$ cat config.mk
export PLATFORM = sky130hd
export DESIGN_NAME = psram_wb_rdbuf
export DESIGN_NICKNAME = d
export VERILOG_FILES = /design/src/rtl/psram_wb_rdbuf_pkg.sv /design/src/rtl/psram_rdbuf_array.sv /design/src/rtl/psram_wb_rdbuf.sv
export SDC_FILE = /design/constraint.sdc
export NUM_CORES = 1
export LEC_CHECK = 0
export BUFFER_PORTS_ARGS = -buffer_cell sky130_fd_sc_hd__buf_2
export CORE_ASPECT_RATIO = 0.7
export CORE_MARGIN = 1
export CORE_UTILIZATION = 30
export DETAILED_ROUTE_END_ITERATION = 16
export GPL_TIMING_DRIVEN = 0
export PLACE_DENSITY = 0.54
export REMOVE_ABC_BUFFERS = 1
export SLEW_MARGIN = 0
export SYNTH_ARGS = -nofsm -noshare
export SYNTH_HDL_FRONTEND = slang
export SYNTH_SLANG_ARGS = --single-unit
export TNS_END_PERCENT = 1
$ cat constraint.sdc
create_clock -name clk_i -period 8.6 [get_ports clk_i]
set_input_delay 1.29 -clock clk_i [delete_from_list [all_inputs] [get_ports clk_i]]
set_output_delay 1.29 -clock clk_i [all_outputs]
set_load 0.01 [all_outputs]
$ cat src/rtl/psram_wb_rdbuf_pkg.sv
// psram_wb_rdbuf_pkg
//   Shared types and helpers for the PSRAM Wishbone read buffer.
//   - state_t     : controller FSM states
//   - index_w()   : line-index width for a given line count
//   - tag_w()     : tag width for a given line count and PSRAM address width
//   - byte_merge(): lane-wise merge of a new word into an old word
package psram_wb_rdbuf_pkg;

    typedef enum logic [1:0] {
        IDLE    = 2'd0,
        RD_MISS = 2'd1,
        WR_THRU = 2'd2,
        ACK     = 2'd3
    } state_t;

    function automatic int index_w(input int lines);
        return $clog2(lines);
    endfunction

    // Lines hold one 32-bit word each, so byte-offset bits [1:0] are not part of the tag.
    function automatic int tag_w(input int lines, input int addr_w);
        return addr_w - $clog2(lines) - 2;
    endfunction

    function automatic logic [31:0] byte_merge(input logic [31:0] old_word,
                                               input logic [31:0] new_word,
                                               input logic [3:0]  sel);
        logic [31:0] merged;
        merged = old_word;
        for (int b = 0; b < 4; b++) begin
            if (sel[b]) merged[8*b +: 8] = new_word[8*b +: 8];
        end
        return merged;
    endfunction

endpackage

$ cat src/rtl/psram_rdbuf_array.sv
// psram_rdbuf_array
//   Valid/tag/data storage for the direct-mapped one-word-per-line buffer.
//   Ports:
//     clk, rst          clock, async active-high reset (clears valid bits only)
//     flush             invalidate every line; overrides a same-edge fill
//     index, tag        line select and tag for lookup and for both update ports
//     hit, rdata        combinational lookup result for index/tag
//     fill, fill_data   allocate the line: set valid, store tag and data
//     merge, merge_data, merge_sel
//                       byte-lane update of the line data (caller gates on hit)
module psram_rdbuf_array
    import psram_wb_rdbuf_pkg::*;
#(
    parameter int LINES  = 16,
    parameter int ADDR_W = 24,
    localparam int INDEX_W = index_w(LINES),
    localparam int TAG_W   = tag_w(LINES, ADDR_W)
) (
    input  logic               clk,
    input  logic               rst,
    input  logic               flush,
    input  logic [INDEX_W-1:0] index,
    input  logic [TAG_W-1:0]   tag,
    output logic               hit,
    output logic [31:0]        rdata,
    input  logic               fill,
    input  logic [31:0]        fill_data,
    input  logic               merge,
    input  logic [31:0]        merge_data,
    input  logic [3:0]         merge_sel
);

    logic [LINES-1:0] valid;
    logic [TAG_W-1:0] tags [LINES];
    logic [31:0]      data [LINES];

    assign hit   = valid[index] && (tags[index] == tag);
    assign rdata = data[index];

    always_ff @(posedge clk or posedge rst) begin
        if (rst) begin
            valid <= '0;
        end else if (flush) begin
            valid <= '0;
        end else if (fill) begin
            valid[index] <= 1'b1;
        end
    end

    // Tag/data need no reset: they are only observed through a set valid bit.
    always_ff @(posedge clk) begin
        if (fill) begin
            tags[index] <= tag;
            data[index] <= fill_data;
        end else if (merge) begin
            data[index] <= byte_merge(data[index], merge_data, merge_sel);
        end
    end

endmodule

$ cat src/rtl/psram_wb_rdbuf.sv
// psram_wb_rdbuf
//   Direct-mapped write-through word buffer between the SoC Wishbone master
//   and the slow PSRAM QSPI Wishbone controller. Read hits ack one cycle after
//   the request; misses fetch a full word; writes always go downstream and only
//   update a line that already holds the address (no write allocate).
//   Ports:
//     clk_i, rst_i      clock, async active-high reset
//     flush_i           single-cycle pulse, invalidates all lines
//     s_*               upstream Wishbone slave side (s_ack_o is a 1-cycle pulse)
//     m_*               downstream Wishbone master side, all outputs registered
module psram_wb_rdbuf
    import psram_wb_rdbuf_pkg::*;
#(
    parameter int LINES  = 16,
    parameter int ADDR_W = 24
) (
    input  logic        clk_i,
    input  logic        rst_i,
    input  logic        flush_i,
    input  logic [31:0] s_adr_i,
    input  logic [31:0] s_dat_i,
    output logic [31:0] s_dat_o,
    input  logic [3:0]  s_sel_i,
    input  logic        s_cyc_i,
    input  logic        s_stb_i,
    input  logic        s_we_i,
    output logic        s_ack_o,
    output logic [31:0] m_adr_o,
    output logic [31:0] m_dat_o,
    input  logic [31:0] m_dat_i,
    output logic [3:0]  m_sel_o,
    output logic        m_cyc_o,
    output logic        m_stb_o,
    output logic        m_we_o,
    input  logic        m_ack_i
);

    localparam int INDEX_W = index_w(LINES);
    localparam int TAG_W   = tag_w(LINES, ADDR_W);

    state_t state, state_next;

    logic [ADDR_W-1:2]  req_adr;
    logic [31:0]        req_dat;
    logic [3:0]         req_sel;

    logic               req;
    logic [ADDR_W-1:2]  look_adr;
    logic [INDEX_W-1:0] index;
    logic [TAG_W-1:0]   tag;
    logic               hit;
    logic [31:0]        rdata;
    logic               fill;
    logic               merge;

    assign req = s_cyc_i & s_stb_i;

    // In IDLE the live bus address is looked up so a hit can ack next cycle;
    // afterwards the latched request address selects the line for fill/merge.
    assign look_adr = (state == IDLE) ? s_adr_i[ADDR_W-1:2] : req_adr;
    assign index    = look_adr[INDEX_W+1:2];
    assign tag      = look_adr[ADDR_W-1:INDEX_W+2];

    assign fill  = (state == RD_MISS) && m_ack_i;
    assign merge = (state == WR_THRU) && m_ack_i && hit;

    psram_rdbuf_array #(
        .LINES  (LINES),
        .ADDR_W (ADDR_W)
    ) u_array (
        .clk        (clk_i),
        .rst        (rst_i),
        .flush      (flush_i),
        .index      (index),
        .tag        (tag),
        .hit        (hit),
        .rdata      (rdata),
        .fill       (fill),
        .fill_data  (m_dat_i),
        .merge      (merge),
        .merge_data (req_dat),
        .merge_sel  (req_sel)
    );

    always_ff @(posedge clk_i or posedge rst_i) begin
        if (rst_i) state <= IDLE;
        else       state <= state_next;
    end

    always_comb begin
        state_next = state;
        case (state)
            IDLE: begin
                if (req) begin
                    if (s_we_i)   state_next = WR_THRU;
                    else if (hit) state_next = ACK;
                    else          state_next = RD_MISS;
                end
            end
            RD_MISS: if (m_ack_i) state_next = ACK;
            WR_THRU: if (m_ack_i) state_next = ACK;
            ACK:     state_next = IDLE;
            default: state_next = IDLE;
        endcase
    end

    assign s_ack_o = (state == ACK);

    always_ff @(posedge clk_i or posedge rst_i) begin
        if (rst_i) begin
            req_adr <= '0;
            req_dat <= '0;
            req_sel <= '0;
            s_dat_o <= '0;
            m_adr_o <= '0;
            m_dat_o <= '0;
            m_sel_o <= '0;
            m_cyc_o <= 1'b0;
            m_stb_o <= 1'b0;
            m_we_o  <= 1'b0;
        end else begin
            case (state)
                IDLE: begin
                    if (req) begin
                        req_adr <= s_adr_i[ADDR_W-1:2];
                        req_dat <= s_dat_i;
                        req_sel <= s_sel_i;
                        if (s_we_i) begin
                            m_adr_o <= s_adr_i;
                            m_dat_o <= s_dat_i;
                            m_sel_o <= s_sel_i;
                            m_cyc_o <= 1'b1;
                            m_stb_o <= 1'b1;
                            m_we_o  <= 1'b1;
                        end else if (hit) begin
                            s_dat_o <= rdata;
                        end else begin
                            m_adr_o <= {s_adr_i[31:2], 2'b00};
                            m_sel_o <= 4'hF;
                            m_cyc_o <= 1'b1;
                            m_stb_o <= 1'b1;
                            m_we_o  <= 1'b0;
                        end
                    end
                end
                RD_MISS: begin
                    if (m_ack_i) begin
                        s_dat_o <= m_dat_i;
                        m_cyc_o <= 1'b0;
                        m_stb_o <= 1'b0;
                        m_we_o  <= 1'b0;
                    end
                end
                WR_THRU: begin
                    if (m_ack_i) begin
                        m_cyc_o <= 1'b0;
                        m_stb_o <= 1'b0;
                        m_we_o  <= 1'b0;
                    end
                end
                default: ;
            endcase
        end
    end

endmodule

==> flow_metrics.py <==
metrics = {
    "sta": {
        "setup_viol": 0,
        "worst_slew_pin_slew_ns": 1.37,
        "fmax_ghz": 0.132,
        "slew_headroom": 0.0850,
        "holdWs_ns": 0.471,
        "clock_skew_ns": 0.0471,
        "tns_ns": 0,
        "layout_min_cycle_time_ns": 7.56,
        "grt_setup_unrepaired": "false",
        "hold_viol_final": 0,
        "drv_slew": 0,
        "fin_crit_sh": 0.879,
    },
    "global_route": {
        "grt_antenna_before_repair": 5,
        "grt_first_pass_wirelength_um": 154000,
        "overflow": 0,
        "grt.total_usage": 0.157,
        "grt_pass1_vias": 22668,
        "grt_max_degree": 110,
    },
    "clock_network": {
        "postCtsSetupRepairBufs": 0,
        "h-tree-depth": 3,
        "worstSkewPairLatency_ns": 0.72,
        "clk_path_buf_depth": 3,
        "numCtsBuffers": 100,
        "ctsResizeCount": 0,
        "path_clk_slew_ns": 0.06,
        "clock-sinks": 978,
        "cts_tree": "yes",
        "postCtsHoldBufs": 0,
        "clockRootBuffer": "clkbuf_16",
    },
    "drt": {
        "ant_nets": 0,
        "viasPerCell": 4.96,
        "drc": 0,
        "first_pass_iters": 5,
        "via_count": 21552,
        "wire_per_inst_um": 24.1,
        "drt_iter0_markers": 1955,
        "drt-total-wl_um": 105000,
    },
    "setup_path": {
        "crit_arrival_ns": 7.94,
        "crit_family": "simple AND/OR/NAND/NOR gates",
        "startpoint_type": "flop",
        "cp_slowest_cell": "and2_1",
        "slowest_delay_ns": 1.07,
        "critPathBufInv": 4,
        "crit_chain": "inv_1 -> ha_4 -> buf_16 -> nand3b_1 -> and2_1 -> o2111ai_1 -> a2111oi_0 -> xnor2_1 -> a2111o_1 -> nor3_4 -> a31oi_2 -> nor3_2 -> buf_6 -> buf_8",
        "worstPathRequired_ns": 8.99,
        "end_kind": "flop",
        "critPathKind": "flop to flop",
        "critical_path_peak_fanout": 78,
    },
    "placement": {
        "place.gp.congestion": 0.760,
        "port_buffers": 210,
        "placed_cells": 4161,
        "dp_hpwl_um": 68200,
    },
    "floorplan": {
        "core_area_um2": 130000,
        "dieWidth_um": 435,
        "ioPinCount": 211,
        "row_count": 110,
        "fp.dieH_um": 305,
        "start_util": 0.304,
        "dieArea_um2": 133000,
    },
    "worst_hold_path": {
        "hold_class": "flop to flop",
    },
    "flow_run": {
        "drv_cap": 0,
    },
    "logic_synthesis": {
        "synth_edf_count": 800,
        "synthesis.area_um2": 39400,
        "avgSynthCellArea_um2": 17.6,
        "synth-seq-area-share": 0.722,
        "synthFlopType": "edfxtp_1",
        "synth_cells": 2234,
        "ys_types": 61,
        "async_reset_ff_frac": 0.182,
        "synth_seq_cells": 978,
        "synth_warnings": 0,
    },
    "layout": {
        "fin_nets": 2638,
        "instances_no_fill": 4348,
        "most-common-layout-cells": "edfxtp_1 (800), nand2_1 (213), buf_2 (210), dfrtp_1 (177), mux4_2 (163)",
        "layout_commonest_cell": "edfxtp_1",
        "area_growth_pct": 21.0,
        "drive_gt1_frac": 0.330,
        "nFillCells": 11884,
    },
    "run_status": {
        "status": "finished, final reports clean",
    },
    "power": {
        "vdd_drop_max_mv": 0.184,
        "cellPowerDensity_nw_per_um2": 348,
        "p_leak_nw": 16.7,
    },
}
-- tightest hold or removal path: stages, from the launching register on --
cell	delay, ns
dfrtp_1	0.34
nand2_1	0.05
nand2_1	0.06
-- sequential cells by signal, summed over array words and instances (netlist names) --
register / cells
s_dat_o: 32
u_array.valid: 16
req_adr: 22
m_stb_o: 1
m_adr_o: 32
req_dat: 32
m_we_o: 1
req_sel: 4
u_array.data: 512
u_array.tags: 288
state: 2
m_dat_o: 32
m_sel_o: 4
-- cell type report --
class | count | area [um2] | share of cell area
antenna | 2 | 5.00 | 0.000105
clock buffer | 116 | 2560 | 0.0537
clock inverter | 69 | 812 | 0.0170
inverter | 34 | 135 | 0.00283
multi-input combinational | 1085 | 10600 | 0.221
sequential | 978 | 28500 | 0.597
tap | 1736 | 2170 | 0.0455
timing repair buffer | 328 | 2960 | 0.0621
-- routing by layer --
layer / global-route usage / wire (um) / vias up
met5: 0 / 9 / -
met4: 0.0441 / 2550 / 2
met1: 0.217 / 46800 / 11287
met3: 0.0294 / 5870 / 156
li1: - / - / 9444
met2: 0.251 / 49300 / 663
-- cell usage after synthesis, types with 2 or more instances --
cell / instances / area share
a41oi_1: 14 / 0.0031
or3b_2: 2 / 0.00044
buf_2: 22 / 0.0028
ha_1: 4 / 0.0013
nand3b_1: 7 / 0.0013
nor2b_1: 7 / 0.0011
nor4_2: 2 / 0.00063
nand2_1: 218 / 0.021
nand3_1: 7 / 0.00089
xor2_1: 2 / 0.00044
mux2_1: 53 / 0.015
a211oi_1: 6 / 0.0011
o21bai_1: 21 / 0.0040
nor2_1: 88 / 0.0084
a21oi_1: 32 / 0.0041
and2_1: 5 / 0.00079
and4_1: 4 / 0.00089
mux2_2: 152 / 0.043
a31oi_1: 23 / 0.0036
clkbuf_1: 74 / 0.0070
xnor2_1: 12 / 0.0027
o2111ai_1: 11 / 0.0024
nor4b_1: 19 / 0.0042
o22ai_1: 29 / 0.0046
dfrtp_1: 178 / 0.11
nor4bb_1: 21 / 0.0053
a21o_1: 15 / 0.0029
a22oi_1: 74 / 0.014
o21ai_0: 18 / 0.0023
nor3_1: 19 / 0.0024
buf_1: 31 / 0.0030
o21ba_2: 4 / 0.0010
mux4_2: 163 / 0.093
buf_4: 5 / 0.00095
edfxtp_1: 800 / 0.61
nand4_1: 3 / 0.00048
inv_1: 34 / 0.0032
buf_6: 5 / 0.0014
nor4_1: 5 / 0.00079
o22a_1: 4 / 0.00089
mux2i_1: 21 / 0.0053
-- through the flow --
step	util	total power, W	area, um2	setup slack (ns)
after floorplan	-	0.0102	38800	-5.30
after global placement	0.325	0.0123	42000	-15.70
after CTS	0.368	0.0168	47700	1.14
after global routing	0.368	0.0174	47700	0.775
final	0.368	0.0166	47700	1.04
after detailed placement	0.342	0.0122	44300	0.888
-- where the power goes --
group / internal (W) / total (W) / switching [W] / leakage, nW
clock network: 0.00258 / 0.00449 / 0.00191 / 1.64
registers: 0.00590 / 0.00621 / 0.000312 / 9.42
logic: 0.00266 / 0.00587 / 0.00321 / 5.62
-- path summary, 6_finish.rpt --
path | from | to | slack, ns | cells past startpoint
worst max-delay path | state[0]$_DFFE_PP0P_ | u_array.data[8][26]$_DFFE_PP_ | 1.04 | 14
worst min-delay path | req_adr[6]$_DFFE_PP0P_ | req_adr[6]$_DFFE_PP0P_ | 0.47 | 2
worst max register to register | state[0]$_DFFE_PP0P_ | u_array.data[8][26]$_DFFE_PP_ | 1.04 | 14
worst min register to register | req_adr[6]$_DFFE_PP0P_ | req_adr[6]$_DFFE_PP0P_ | 0.47 | 2
max in group asynchronous | rst_i | req_dat[19]$_DFFE_PP0P_ | 6.91 | 3
min in group asynchronous | rst_i | m_adr_o[29]$_DFFE_PP0P_ | 0.62 | 2
-- logic make-up after synthesis --
group	count (synthesis)	synth area share
AND/OR/NAND/NOR	414	0.0501
AO/OA/AOI/OAI	262	0.0469
multiplexers	391	0.158
flip-flops	978	0.722
XOR/XNOR	14	0.00311
adder cells (fa/ha/maj)	4	0.00127
buffers and inverters	171	0.0184
(Power assumes the default switching activity.)
